$ cat src/rtl/roalogic_dbg_dmi.sv
// roalogic_dbg_dmi: JTAG data register bridging scan operations onto a single-outstanding debug bus
module roalogic_dbg_dmi #(
  parameter int ABITS = 16
) (
  input  logic             jtag_tck,
  input  logic             tap_reset,
  input  logic             dbg_sel,
  input  logic             tap_CaptureDR,
  input  logic             tap_ShiftDR,
  input  logic             tap_UpdateDR,
  input  logic             dbg_tdi,
  output logic             dbg_tdo,
  output logic             bus_req,
  output logic             bus_we,
  output logic [ABITS-1:0] bus_addr,
  output logic [31:0]      bus_wdata,
  input  logic [31:0]      bus_rdata,
  input  logic             bus_ack,
  input  logic             bus_err
);
  localparam int N = ABITS + 34;
  typedef enum logic {IDLE, BUSY} state_t;
  state_t           state, state_nxt;
  logic [N-1:0]     sr;
  logic [31:0]      rdata_q;
  logic [ABITS-1:0] last_addr;
  logic             busy_err, fail_err;
  logic [1:0]       op, status;
  logic             upd, access, clr, issue, ack;
  assign op      = sr[1:0];
  assign dbg_tdo = sr[0];
  assign upd     = dbg_sel & tap_UpdateDR;
  assign access  = upd & ((op == 2'b01) | (op == 2'b10));
  assign clr     = upd & (op == 2'b11);
  assign status  = ((state == BUSY) | busy_err) ? 2'b11 : fail_err ? 2'b10 : 2'b00;
  // next state: launch only from a clean IDLE, retire on any ack while BUSY
  always_comb begin
    issue     = (state == IDLE) & access & ~busy_err & ~fail_err;
    ack       = (state == BUSY) & bus_ack;
    state_nxt = issue ? BUSY : ack ? IDLE : state;
  end
  // state register
  always_ff @(posedge jtag_tck) begin
    if (tap_reset) state <= IDLE;
    else state <= state_nxt;
  end
  // scan register: capture a status snapshot or shift LSB first
  always_ff @(posedge jtag_tck) begin
    if (tap_reset) sr <= '0;
    else if (dbg_sel & tap_CaptureDR) sr <= {last_addr, rdata_q, status};
    else if (dbg_sel & tap_ShiftDR) sr <= {dbg_tdi, sr[N-1:1]};
  end
  // bus request registers, read data capture and sticky errors
  always_ff @(posedge jtag_tck) begin
    if (tap_reset) begin
      bus_req   <= 1'b0;
      bus_we    <= 1'b0;
      bus_addr  <= '0;
      bus_wdata <= '0;
      last_addr <= '0;
      rdata_q   <= '0;
      busy_err  <= 1'b0;
      fail_err  <= 1'b0;
    end else begin
      if (issue) begin
        bus_req   <= 1'b1;
        bus_we    <= (op == 2'b10);
        bus_addr  <= sr[N-1:34];
        last_addr <= sr[N-1:34];
        bus_wdata <= sr[33:2];
      end else if (ack) bus_req <= 1'b0;
      if (ack & ~bus_we & ~bus_err) rdata_q <= bus_rdata;
      busy_err <= ~clr & (busy_err | ((state == BUSY) & access));
      fail_err <= (fail_err & ~clr) | (ack & bus_err);
    end
  end
endmodule

$ cat config.mk
export PLATFORM = sky130hd
export DESIGN_NAME = roalogic_dbg_dmi
export DESIGN_NICKNAME = d
export VERILOG_FILES = /design/src/rtl/roalogic_dbg_dmi.sv
export SDC_FILE = /design/constraint.sdc
export NUM_CORES = 1
export LEC_CHECK = 0
export CORE_ASPECT_RATIO = 1.5
export CORE_MARGIN = 8
export CORE_UTILIZATION = 54
export CTS_CLUSTER_DIAMETER = 200
export DETAILED_ROUTE_END_ITERATION = 10
export GPL_TIMING_DRIVEN = 1
export PLACE_DENSITY = 0.8
export RECOVER_POWER = 50
export SKIP_LAST_GASP = 1
export SLEW_MARGIN = 20
export SYNTH_ARGS = -nofsm -noshare
export SYNTH_HDL_FRONTEND = slang
export SYNTH_SLANG_ARGS = --single-unit
$ cat constraint.sdc
create_clock -name jtag_tck -period 2.3 [get_ports jtag_tck]
set_input_delay 0.23 -clock jtag_tck [delete_from_list [all_inputs] [get_ports jtag_tck]]
set_output_delay 0.23 -clock jtag_tck [all_outputs]
set_load 0.005 [all_outputs]
==> results.txt, run 1 <==
----------------------------------------------------
[Clock network]
  TritonCTS clock tree ... built
  Hold bufs inserted after CTS ... 0
  Clock tree buffer depth ... 2
  Number of instances resized during post-cts repair ... 0
  CTS Root Buffer Type ... sky130_fd_sc_hd__clkbuf_16
  Insertion delay to the later sink of the worst-skew pair ... 0.42 ns
  CTS clock-pin slew for the worst setup and hold paths ... 0.06 ns
  Clk sinks ... ~130
  Number of clock buffers inserted by TritonCTS ... 17
  H-tree lvl count ... 4
  Buffer count from post-CTS setup fixing ... 0

[Critical path]
  Worst setup startpoint ... dbg_sel
  Class of the most critical setup path ... input port to flop
  Data arrival time of the critical path ... 2.19 ns
  Critical path peak fanout ... 50
  Critical path launch point type ... input port
  Crit path required time ... 2.60 ns
  Startpoint of the most critical register-to-register path ... sr[0]
  Endpoint type of the worst setup path ... flop

[Logic synthesis]
  Leading cell types by total area after synthesis ... sky130_fd_sc_hd__dfxtp_1 46%, sky130_fd_sc_hd__nand4b_1 7.5%, sky130_fd_sc_hd__a22o_1 7.1%, sky130_fd_sc_hd__nor2_1 6.3%, sky130_fd_sc_hd__a211oi_1 6.2%
  Prevailing post-synth register cell ... sky130_fd_sc_hd__dfxtp_1
  Cell taking the most area after synthesis ... sky130_fd_sc_hd__dfxtp_1
  Instance count of the mapped netlist ... 699
  Most used standard cell by instance count after synthesis ... sky130_fd_sc_hd__dfxtp_1
  Area share of the largest cell type after synthesis ... 46.1%
  Sequential share of the synthesized area ... a little under half
  Synth Net Count ... 742
  Distinct cell type count after synthesis ... 30
  Flop and latch count out of synthesis ... 134
  Synth warnings ... 0
  Syn avg cell area ... around 8.3 µm²
  Number of enable-type register cells in the synthesized netlist ... 0
  Post-synthesis cell area ... 5820 µm²
  Most used standard cells in the synthesized netlist ... 134 x sky130_fd_sc_hd__dfxtp_1, 97 x sky130_fd_sc_hd__nor2_1, 67 x sky130_fd_sc_hd__nand2_1
  Fraction of synthesis flops using an asynchronous set or reset pin ... 0%

[STA]
  Slew margin rel. ... 15.0%
  Share of the clock period used by the worst path after layout ... 82.4%
  Final number of hold-violating endpoints ... 0
  Achievable Freq ... between 500 and 600 MHz
  Total setup violations reported at the end of the flow ... 0
  RSZ-0062 raised after global routing ... no
  Final max-slew violation count ... 0
  Minimum clock period after layout ... about 1.9 ns
  Tightest Pin Transition ... roughly 1.3 ns
  Max Clock Skew ... 0.00753 ns
  Total Neg Setup Slack ... 0 ns

[Worst hold path]
  Worst min-delay path class ... input port to flop
  Start point of the worst min-delay path ... bus_rdata[11]

[Floorplanning]
  Height of the chip ... 143 µm
  Placement row count ... 46
  I/O pin count ... about 90
  Die width ... 101 µm
  Placeable Area ... 10500 µm²
  Area of the die ... 14400 µm²
  Starting density of the core ... 55.3%

[Route]
  Detailed-route wire length ... 15400 µm
  TritonRoute pass-1 iters ... 5
  Via count normalized by instance count ... 5.90
  Iteration-0 DRC count of the detailed router ... 404
  Remaining routing DRC violations ... 0
  Remaining antenna violation count ... 0
  Via total after detailed routing ... 5366
  Final routed wire length divided by cell count ... 16.9 µm

[Cells and area]
  Synth-to-Final Area Change ... 28.3%
  Post-layout net count ... about 800
  Fraction of layout cells with a size suffix above 1 ... 7.07%

[GRT]
  Number of antenna violations at the first check in global routing ... 0
  Global-route wire length before repair ... 25300 µm
  GRT Residual Overflow ... 0
  Largest net degree at the start of global routing ... 83
  Number of global-route vias before repair ... 5211
  GRT Total Usage ... roughly 22%

[Placed design]
  Final HPWL DP ... approximately 9500 µm
  IO Port Bufs ... between 90 and 100
  Routability-driven placement congestion ratio ... 0.845

[Power and ir drop]
  Reported leakage power ... 2.74 nW
  VDD IR max ... 0.628 mV
  Pwr/cell area ... 829 nW/µm²
  Pwr Total ... between 0.006 and 0.007 W

[Outcome]
  Result of the run ... finished, final reports clean

[Run]
  Max-Cap Viols ... 0

----------------------------------------------------
## routing by layer
metal | GRT usage, % | part of all wire, % | up-vias
met1 | 24.4 | 39 | 2604
met4 | 12.6 | 2.4 | 0
met2 | 37.5 | 53 | 205
li1 | - | - | 2524
met5 | 0 | 0 | -
met3 | 4.63 | 5.8 | 33
## flip-flops by register name, indices dropped and copies added, names as in the netlist
signal,count
bus_req,1
bus_wdata,32
bus_we,1
busy_err,1
fail_err,1
last_addr,16
rdata_q,32
sr,50
## cells by family after synthesis
kind of cell               synth area share [%]
and+or+nand+nor                            23.5
AOI/OAI and AO/OA                          21.7
DFF                                        46.1
buffers and inverters                      8.15
adders and majority gates                 0.430
muxes                                     0.172
## placed cells by master, fill, tap and decap left out, drive strengths merged, types with 2 or more instances in the layout
cell	count
nand4b	50
a31oi	2
dfxtp	134
bufinv	6
nor2b	3
nor4bb	2
a211oi	48
nand2	67
a22o	47
ha	2
inv	48
clkdlybuf4s50	46
dlygate4sd3	41
o31ai	16
nand2b	35
clkbuf	28
o21ai	34
buf	15
nor2	97
a21oi	34
## final timing paths
kind / to / slack, ns / cells past startpoint
setup / recovery: sr[28] / 0.41 / 5
hold / removal: rdata_q[11] / 0.36 / 3
setup reg to reg: bus_wdata[14] / 0.59 / 6
hold reg to reg: rdata_q[6] / 0.45 / 2
## per-stage QoR
stage	cells	setup slack [ns]	hold WS (ns)	utilization, %	cell area [µm²]
6_report	909	0.405	0.358	70.9	7470
5_1_grt	908	0.257	0.364	70.9	7460
4_1_cts	908	0.526	0.326	71.0	7480
3_5_place_dp	876	0.511	0.448	64.3	6770
3_3_place_gp	876	0.578	0.443	64.3	6770
2_1_floorplan	699	0.664	0.366	-	5820
## where the power goes
group | leakage, nW | internal [W] | total (W) | switching [W]
Clock | 0.350 | 0.00224 | 0.00321 | 0.000970
Sequential | 1.09 | 0.00240 | 0.00246 | 0.0000624
Combinational | 1.30 | 0.000238 | 0.000524 | 0.000286
Total | 2.74 | 0.00488 | 0.00619 | 0.00132
## worst max-delay path: stages
cell,delay (ns)
sky130_fd_sc_hd__clkbuf_1,0.73
sky130_fd_sc_hd__o21a_2,0.27
sky130_fd_sc_hd__clkbuf_4,0.54
sky130_fd_sc_hd__nor2_1,0.11
sky130_fd_sc_hd__a211oi_1,0.27
## layout make-up
cell class | instances | area [µm²]
tap | 144 | 180
clock buffer | 25 | 526
timing repair buffer | 105 | 1020
fill | 815 | 3070
sequential | 134 | 2680
clock inverter | 7 | 185
antenna | 1 | 2.50
multi-input combinational | 445 | 2690
inverter | 48 | 180
No activity file was read; power rests on OpenSTA's default activity.
==> run 2: changes to the inputs <==
- CORE_UTILIZATION: 54 -> 48
- PLACE_DENSITY: 0.8 -> 0.75
- clock period: 2.3 -> 1.53 ns (I/O delays scaled with it)
==> run 2 against run 1 <==
Clock-buffer cell count fell by 3. Clock power rose by 14%. Via count fell by 2.5%. Core utilization fell by 7.7 points. Final area rose by 0.70%. Power rose by 33%. Sequential cell count did not move. Critical path depth fell by 4. Largest power group is now registers.
==> results.txt, run 2 (synthesis gave the netlist of run 1 again) <==
----------------------------------------------------
[Clock network]
  Clock tree buffer depth ... 2 (unchanged)
  Buffer count from post-CTS setup fixing ... 0 (unchanged)
  CTS Root Buffer Type ... sky130_fd_sc_hd__clkbuf_16
  CTS clock-pin slew for the worst setup and hold paths ... 0.05 ns (about the same)
  H-tree lvl count ... 4 (unchanged)
  Number of clock buffers inserted by TritonCTS ... 17 (unchanged)
  Insertion delay to the later sink of the worst-skew pair ... 0.42 ns (about the same)
  TritonCTS clock tree ... built
  Clk sinks ... 134 (unchanged)

[Critical path]
  Critical path peak fanout ... 3 (-94%)
  Highest cell delay on the worst timing path ... 0.55 ns (-0.18 ns)
  Critical path launch point type ... flop
  Ordered cell list for the critical path ... clkdlybuf4s50_1
  Setup slack on the worst flop-to-flop path ... 0.09 ns (-0.50 ns)
  Endpoint type of the worst setup path ... output pin
  Class of the most critical setup path ... flop to output pin
  Length in cells of the worst reg-to-reg path ... 5 (-1)
  Crit path required time ... 1.38 ns (-1.22 ns)
  Data arrival time of the critical path ... 1.34 ns (-0.85 ns)
  Family with the most delay on the worst path ... buffers and inverters
  Startpoint of the most critical register-to-register path ... bus_req
  Worst flop-to-flop path endpoint ... rdata_q[0]
  Critical path buffers and inverters ... 1 (-1)
  Cell at the slowest stage of the critical path ... sky130_fd_sc_hd__clkdlybuf4s50_1
  Number of cells on the critical path ... 1 (-4)

[Outcome]
  Result of the run ... finished, final reports clean

[Route]
  Via count normalized by instance count ... 5.63 (-4.6%)
  Final routed wire length divided by cell count ... 16.6 µm (-1.7%)
  Detailed-route wire length ... 15400 µm (+0.45%)
  Iteration-0 DRC count of the detailed router ... 375 (-7.2%)
  Remaining routing DRC violations ... 0 (unchanged)
  Remaining antenna violation count ... 0 (unchanged)
  TritonRoute pass-1 iters ... 5 (unchanged)
  Via total after detailed routing ... 5234 (-2.5%)

[GRT]
  Number of global-route vias before repair ... 5069 (-2.7%)
  Global-route wire length before repair ... 24800 µm (-1.7%)
  GRT Total Usage ... 19.0% (-2.9 points)
  GRT Residual Overflow ... 0 (unchanged)
  Number of antenna violations at the first check in global routing ... 1 (+1)
  Largest net degree at the start of global routing ... 78 (-6.0%)

[Placed design]
  Worst slack at placement ... -0.0622 ns (-0.573 ns)
  Final HPWL DP ... 9570 µm (+0.49%)
  IO Port Bufs ... 91 (unchanged)
  Placed standard-cell area ... 6930 µm² (+2.3%)
  Routability-driven placement congestion ratio ... 0.796 (-5.8%)

[Floorplanning]
  Placeable Area ... 11900 µm² (+13%)
  Die width ... 106 µm (+5.1%)
  Area of the die ... 16000 µm² (+11%)
  Height of the chip ... 151 µm (+5.4%)
  Placement row count ... 49 (+6.5%)
  I/O pin count ... 92 (unchanged)
  Starting density of the core ... 48.9% (-6.3 points)

[STA]
  Slew margin rel. ... 44.0% (+29 points)
  Achievable Freq ... about 670 MHz
  Minimum clock period after layout ... about 1.5 ns
  Final number of hold-violating endpoints ... 0 (unchanged)
  Worst Slack Setup Final ... 0.0388 ns (-0.366 ns)
  Total Neg Setup Slack ... 0 ns (unchanged)
  Max Clock Skew ... 0.0143 ns (+0.00681 ns)
  Tightest Pin Transition ... 0.840 ns (-0.436 ns)
  Total setup violations reported at the end of the flow ... 0 (unchanged)
  Share of the clock period used by the worst path after layout ... 97.5%
  Worst hold margin ... 0.113 ns (-0.245 ns)
  Final max-slew violation count ... 0 (unchanged)

[Worst hold path]
  Start point of the worst min-delay path ... tap_reset
  End point of the worst hold path ... sr[0]
  Worst min-delay path class ... input port to flop
  Worst Hold Depth ... 3 (unchanged)

[Cells and area]
  Number of flip-flops under the largest register name ... 50 (unchanged)
  Register with the highest flop count ... sr
  Post-route cell area ... 7520 µm² (+0.70%)
  Post-layout net count ... 806 (+1.5%)
  Fraction of layout cells with a size suffix above 1 ... 8.90% (+1.8 points)
  Most frequent cells in the layout ... 132 x sky130_fd_sc_hd__dfxtp_1, 97 x sky130_fd_sc_hd__nor2_1, 79 x sky130_fd_sc_hd__clkdlybuf4s50_1
  Largest registers in the final layout ... sr x50, bus_wdata x32, rdata_q x32
  Synth-to-Final Area Change ... 29.2%
  Commonest non-fill, non-tap cell in the layout ... sky130_fd_sc_hd__dfxtp_1

[Power and ir drop]
  Pwr Total ... 0.00821 W (+33%)
  VDD IR max ... 0.670 mV (+6.8%)
  Reported leakage power ... 2.64 nW (-3.9%)
  Pwr/cell area ... 1090 nW/µm² (+32%)

[Run]
  Max-Cap Viols ... 0 (unchanged)

----------------------------------------------------
-- run 2: cell types whose count changed in the layout (fill, tap and decap cells not counted), sizes merged --
| cell | previous run | this run |
|---|---|---|
| clkinvlp | 0 | 3 |
| dlygate4sd3 | 41 | 8 |
| bufinv | 6 | 0 |
| clkinv | 1 | 6 |
| clkdlybuf4s50 | 46 | 79 |
| buf | 15 | 24 |
-- run 2: worst max-delay path by stage --
| stage | to | start | slack (ns) |
|---|---|---|---|
| final | bus_addr[15] | last_addr[15] | 0.04 |
| after global routing | dbg_tdo | sr[0] | -0.002 |
| after CTS | dbg_tdo | sr[0] | 0.01 |
| after detailed placement | rdata_q[25] | bus_ack | -0.06 |
| after global placement | rdata_q[30] | bus_ack | -0.02 |
| after floorplan | last_addr[10] | sr[0] | 0.01 |
-- run 2: power by group --
group	total (W)	leakage (nW)	internal [W]	switching, W
Clock	0.00367	0.263	0.00221	0.00145
Combinational	0.000850	1.28	0.000406	0.000444
Sequential	0.00370	1.09	0.00361	0.0000881
Total	0.00821	2.64	0.00623	0.00199
-- run 2: timing repair --
item | 4_1_cts | 5_1_grt
hold buffers | 0 | 0
gates resized for setup | 2 | 2
endpoints found under the setup margin | 9 | 35
gates cloned | 0 | 2
-- run 2: routing by layer --
| metal | share of wire (%) | global-route usage, % | vias up |
|---|---|---|---|
| met2 | 52 | 33.0 | 158 |
| met4 | 2.4 | 9.89 | 0 |
| met1 | 40 | 21.0 | 2510 |
| met5 | 0 | 0 | - |
| met3 | 4.9 | 4.68 | 24 |
| li1 | - | - | 2542 |
-- run 2: area by class of cell --
class                           count  area, µm²
Inverter                           48        180
Fill cell                        1035       4370
Antenna cell                        1       2.50
Clock buffer                       22        484
Multi-Input combinational cell    445       2710
Sequential cell                   134       2690
Tap cell                          153        191
Clock inverter                      9       52.6
Timing Repair Buffer              117       1220
-- run 2: worst min-delay path, delay by kind of cell --
family	cells	cell delay [ns]
compound gates	1	0.05
buf+inv	1	0.13
simple gates	1	0.13
-- run 2: metrics by stage --
stage               utilization [%]  cells
global placement               58.2    895
detailed placement             58.2    895
global route                   63.2    929
finish                         63.2    929
floorplan                         -    699
CTS                            62.8    926
==> run 3: changes to the inputs <==
- GPL_TIMING_DRIVEN: 1 -> 0
==> run 3 against run 2 <==
Final area is 5.8% higher. Clock-buffer cell count grew 1. Sequential share of layout area shrank 1.9 points. Combinational power is 11% higher. Die area is the same. Critical path type is now flop to flop. Worst setup slack worse by 0.13 ns. First-iteration DRC count is 25% higher. Maximum frequency decreased by 7.7%. Critical endpoint is now last_addr[2]. The run now ends with negative setup slack left.
==> results.txt, run 3 (synthesis gave the netlist of run 1 again) <==
----------------------------------------------------
[Power and ir drop]
  Reported leakage power ... 2.90 nW (+10%)
  VDD IR max ... 0.751 mV (+12%)
  Pwr/cell area ... 1120 nW/µm² (+2.4%)

[Floorplanning]
  Area of the die ... 16000 µm² (unchanged)
  Die width ... 106 µm (unchanged)
  Height of the chip ... 151 µm (unchanged)
  Placement row count ... 49 (unchanged)
  I/O pin count ... 92 (unchanged)
  Placeable Area ... 11900 µm² (unchanged)
  Starting density of the core ... 48.9% (unchanged)

[Cells and area]
  Post-route cell area ... 7950 µm² (+5.8%)
  Final core occ ... 66.9% (+3.7 points)
  Antenna diode instance count ... 0 (-1)
  Fraction of layout cells with a size suffix above 1 ... 13.4% (+4.5 points)
  Commonest non-fill, non-tap cell in the layout ... sky130_fd_sc_hd__dfxtp_1
  Most frequent cells in the layout ... 131 x sky130_fd_sc_hd__dfxtp_1, 97 x sky130_fd_sc_hd__nor2_1, 72 x sky130_fd_sc_hd__clkdlybuf4s50_1
  Register with the highest flop count ... sr
  Fill cell instance count of the final layout ... 960 (-7.2%)
  Largest registers in the final layout ... sr x50, bus_wdata x32, rdata_q x32
  Post-Layout Cell Count ... 986 (+6.1%)
  Post-layout net count ... 863 (+7.1%)
  Number of flip-flops under the largest register name ... 50 (unchanged)
  Synth-to-Final Area Change ... 36.7%

[Critical path]
  Data arrival time of the critical path ... 1.94 ns (+0.60 ns)
  Worst flop-to-flop path endpoint ... last_addr[2]
  Critical path buffers and inverters ... 4 (+3)
  Endpoint type of the worst setup path ... flop
  Setup slack on the worst flop-to-flop path ... -0.09 ns (-0.18 ns)
  Worst setup startpoint ... sr[0]
  Highest cell delay on the worst timing path ... 0.34 ns (-0.21 ns)
  Timing endpoint of the critical path ... last_addr[2]
  Critical path peak fanout ... 9 (+6)
  Family with the most delay on the worst path ... buffers and inverters
  Startpoint of the most critical register-to-register path ... sr[0]
  Critical path launch point type ... flop
  Ordered cell list for the critical path ... inv_2 -> ha_4 -> nor2b_1 -> buf_4 -> and2_4 -> buf_8 -> buf_12 -> o31ai_1
  Crit path required time ... 1.85 ns (+0.47 ns)
  Length in cells of the worst reg-to-reg path ... 8 (+3)
  Cell at the slowest stage of the critical path ... sky130_fd_sc_hd__dfxtp_2
  Class of the most critical setup path ... flop to flop
  Number of cells on the critical path ... 8 (+7)

[Route]
  Remaining antenna violation count ... 0 (unchanged)
  Via total after detailed routing ... 5644 (+7.8%)
  Final routed wire length divided by cell count ... 17.7 µm (+6.6%)
  Detailed-route wire length ... 17500 µm (+13%)
  Remaining routing DRC violations ... 0 (unchanged)
  Iteration-0 DRC count of the detailed router ... 470 (+25%)
  Via count normalized by instance count ... 5.72 (+1.6%)
  TritonRoute pass-1 iters ... 5 (unchanged)

[Placed design]
  Placed standard-cell area ... 6900 µm² (-0.36%)
  Routability-driven placement congestion ratio ... 0.818 (+2.8%)
  Final HPWL DP ... 11900 µm (+24%)
  Cell count after placement ... 940 (+5.0%)
  IO Port Bufs ... 88 (-3.3%)

[Clock network]
  CTS clock-pin slew for the worst setup and hold paths ... 0.06 ns (about the same)
  TritonCTS clock tree ... built
  H-tree lvl count ... 4 (unchanged)
  Clock tree buffer depth ... 2 (unchanged)
  CTS Root Buffer Type ... sky130_fd_sc_hd__clkbuf_16
  Clk sinks ... 134 (unchanged)
  Number of clock buffers inserted by TritonCTS ... 17 (unchanged)
  Insertion delay to the later sink of the worst-skew pair ... 0.42 ns (about the same)

[STA]
  Max Clock Skew ... 0.00653 ns (-0.00781 ns)
  Total setup violations reported at the end of the flow ... 15 (+15)
  Final number of hold-violating endpoints ... 0 (unchanged)
  Total Neg Setup Slack ... -0.686 ns (-0.686 ns)
  Minimum clock period after layout ... 1.62 ns (+0.125 ns)
  Tightest Pin Transition ... 0.723 ns (-0.117 ns)
  Final max-slew violation count ... 0 (unchanged)
  RSZ-0062 raised after global routing ... yes
  Share of the clock period used by the worst path after layout ... 106% (+8.2 points)
  Slew margin rel. ... 51.8% (+7.8 points)
  Achievable Freq ... 619 MHz (-7.7%)
  Worst Slack Setup Final ... -0.0864 ns (-0.125 ns)

[GRT]
  Global-route wire length before repair ... 28100 µm (+13%)
  GRT Residual Overflow ... 0 (unchanged)
  Largest net degree at the start of global routing ... 17 (-78%)
  Number of antenna violations at the first check in global routing ... 0 (-1)
  GRT Total Usage ... 21.6% (+2.6 points)
  Number of global-route vias before repair ... 5750 (+13%)

[Outcome]
  Result of the run ... finished, violations left
  Violated checks ... negative setup slack

[Run]
  Max-Cap Viols ... 0 (unchanged)

[Worst hold path]
  Worst min-delay path class ... input port to flop

----------------------------------------------------
[run 3: worst register-to-register path: stages (launching register included)]
cell and delay [ns]:
sky130_fd_sc_hd__dfxtp_2 0.34, sky130_fd_sc_hd__inv_2 0.06, sky130_fd_sc_hd__ha_4 0.26, sky130_fd_sc_hd__nor2b_1 0.04, sky130_fd_sc_hd__buf_4 0.15, sky130_fd_sc_hd__and2_4 0.18, sky130_fd_sc_hd__buf_8 0.15, sky130_fd_sc_hd__buf_12 0.15
sky130_fd_sc_hd__o31ai_1 0.20
[run 3: cell type report]
type / instances / area (µm²) / share of cell area, %
Multi-Input combinational cell: 445 / 2820 / 35.5
Tap cell: 153 / 191 / 2.41
Sequential cell: 134 / 2690 / 33.8
Clock inverter: 9 / 150 / 1.89
Inverter: 48 / 180 / 2.27
Clock buffer: 23 / 458 / 5.76
Timing Repair Buffer: 105 / 1070 / 13.4
Buffer: 69 / 392 / 4.92
[run 3: per-stage QoR]
step	hold WS [ns]	setup WS [ns]	power, W
6_report	0.237	-0.0864	0.00890
3_5_place_dp	0.448	-0.536	0.00458
4_1_cts	0.191	-0.0123	0.00886
3_3_place_gp	0.446	-0.468	0.00455
5_1_grt	0.281	-0.103	0.00915
2_1_floorplan	0.289	0.0118	0.00427
[run 3: worst min-delay path by stage]
| stage | start | end | cells past startpoint |
|---|---|---|---|
| CTS | dbg_sel | busy_err | 3 |
| floorplan | bus_rdata[0] | rdata_q[0] | 2 |
| detailed placement | rdata_q[7] | rdata_q[7] | 2 |
| global placement | rdata_q[1] | rdata_q[1] | 2 |
| finish | tap_reset | bus_wdata[18] | 3 |
| global route | dbg_sel | busy_err | 3 |
[run 3: repair_timing]
item | 4_1_cts | 5_1_grt
hold buffers | 0 | 0
gates cloned | 4 | 0
resized for setup | 48 | 69
endpoints found under the setup margin | 101 | 110
pin swaps | 2 | 18
setup buffers | 11 | 3
[run 3: per-layer routing]
metal  vias up  wire, µm  GRT usage [%]
li1       2672         -              -
met5         -         0              0
met1      2677      6790           22.9
met3        59       889           4.94
met4         0       762           12.4
met2       236      9020           38.5
[run 3: power breakdown]
group	leakage [nW]	total (W)	switching (W)	internal, W
Combinational	1.52	0.000945	0.000502	0.000444
Sequential	1.09	0.00370	0.0000951	0.00361
Clock	0.291	0.00425	0.00149	0.00276
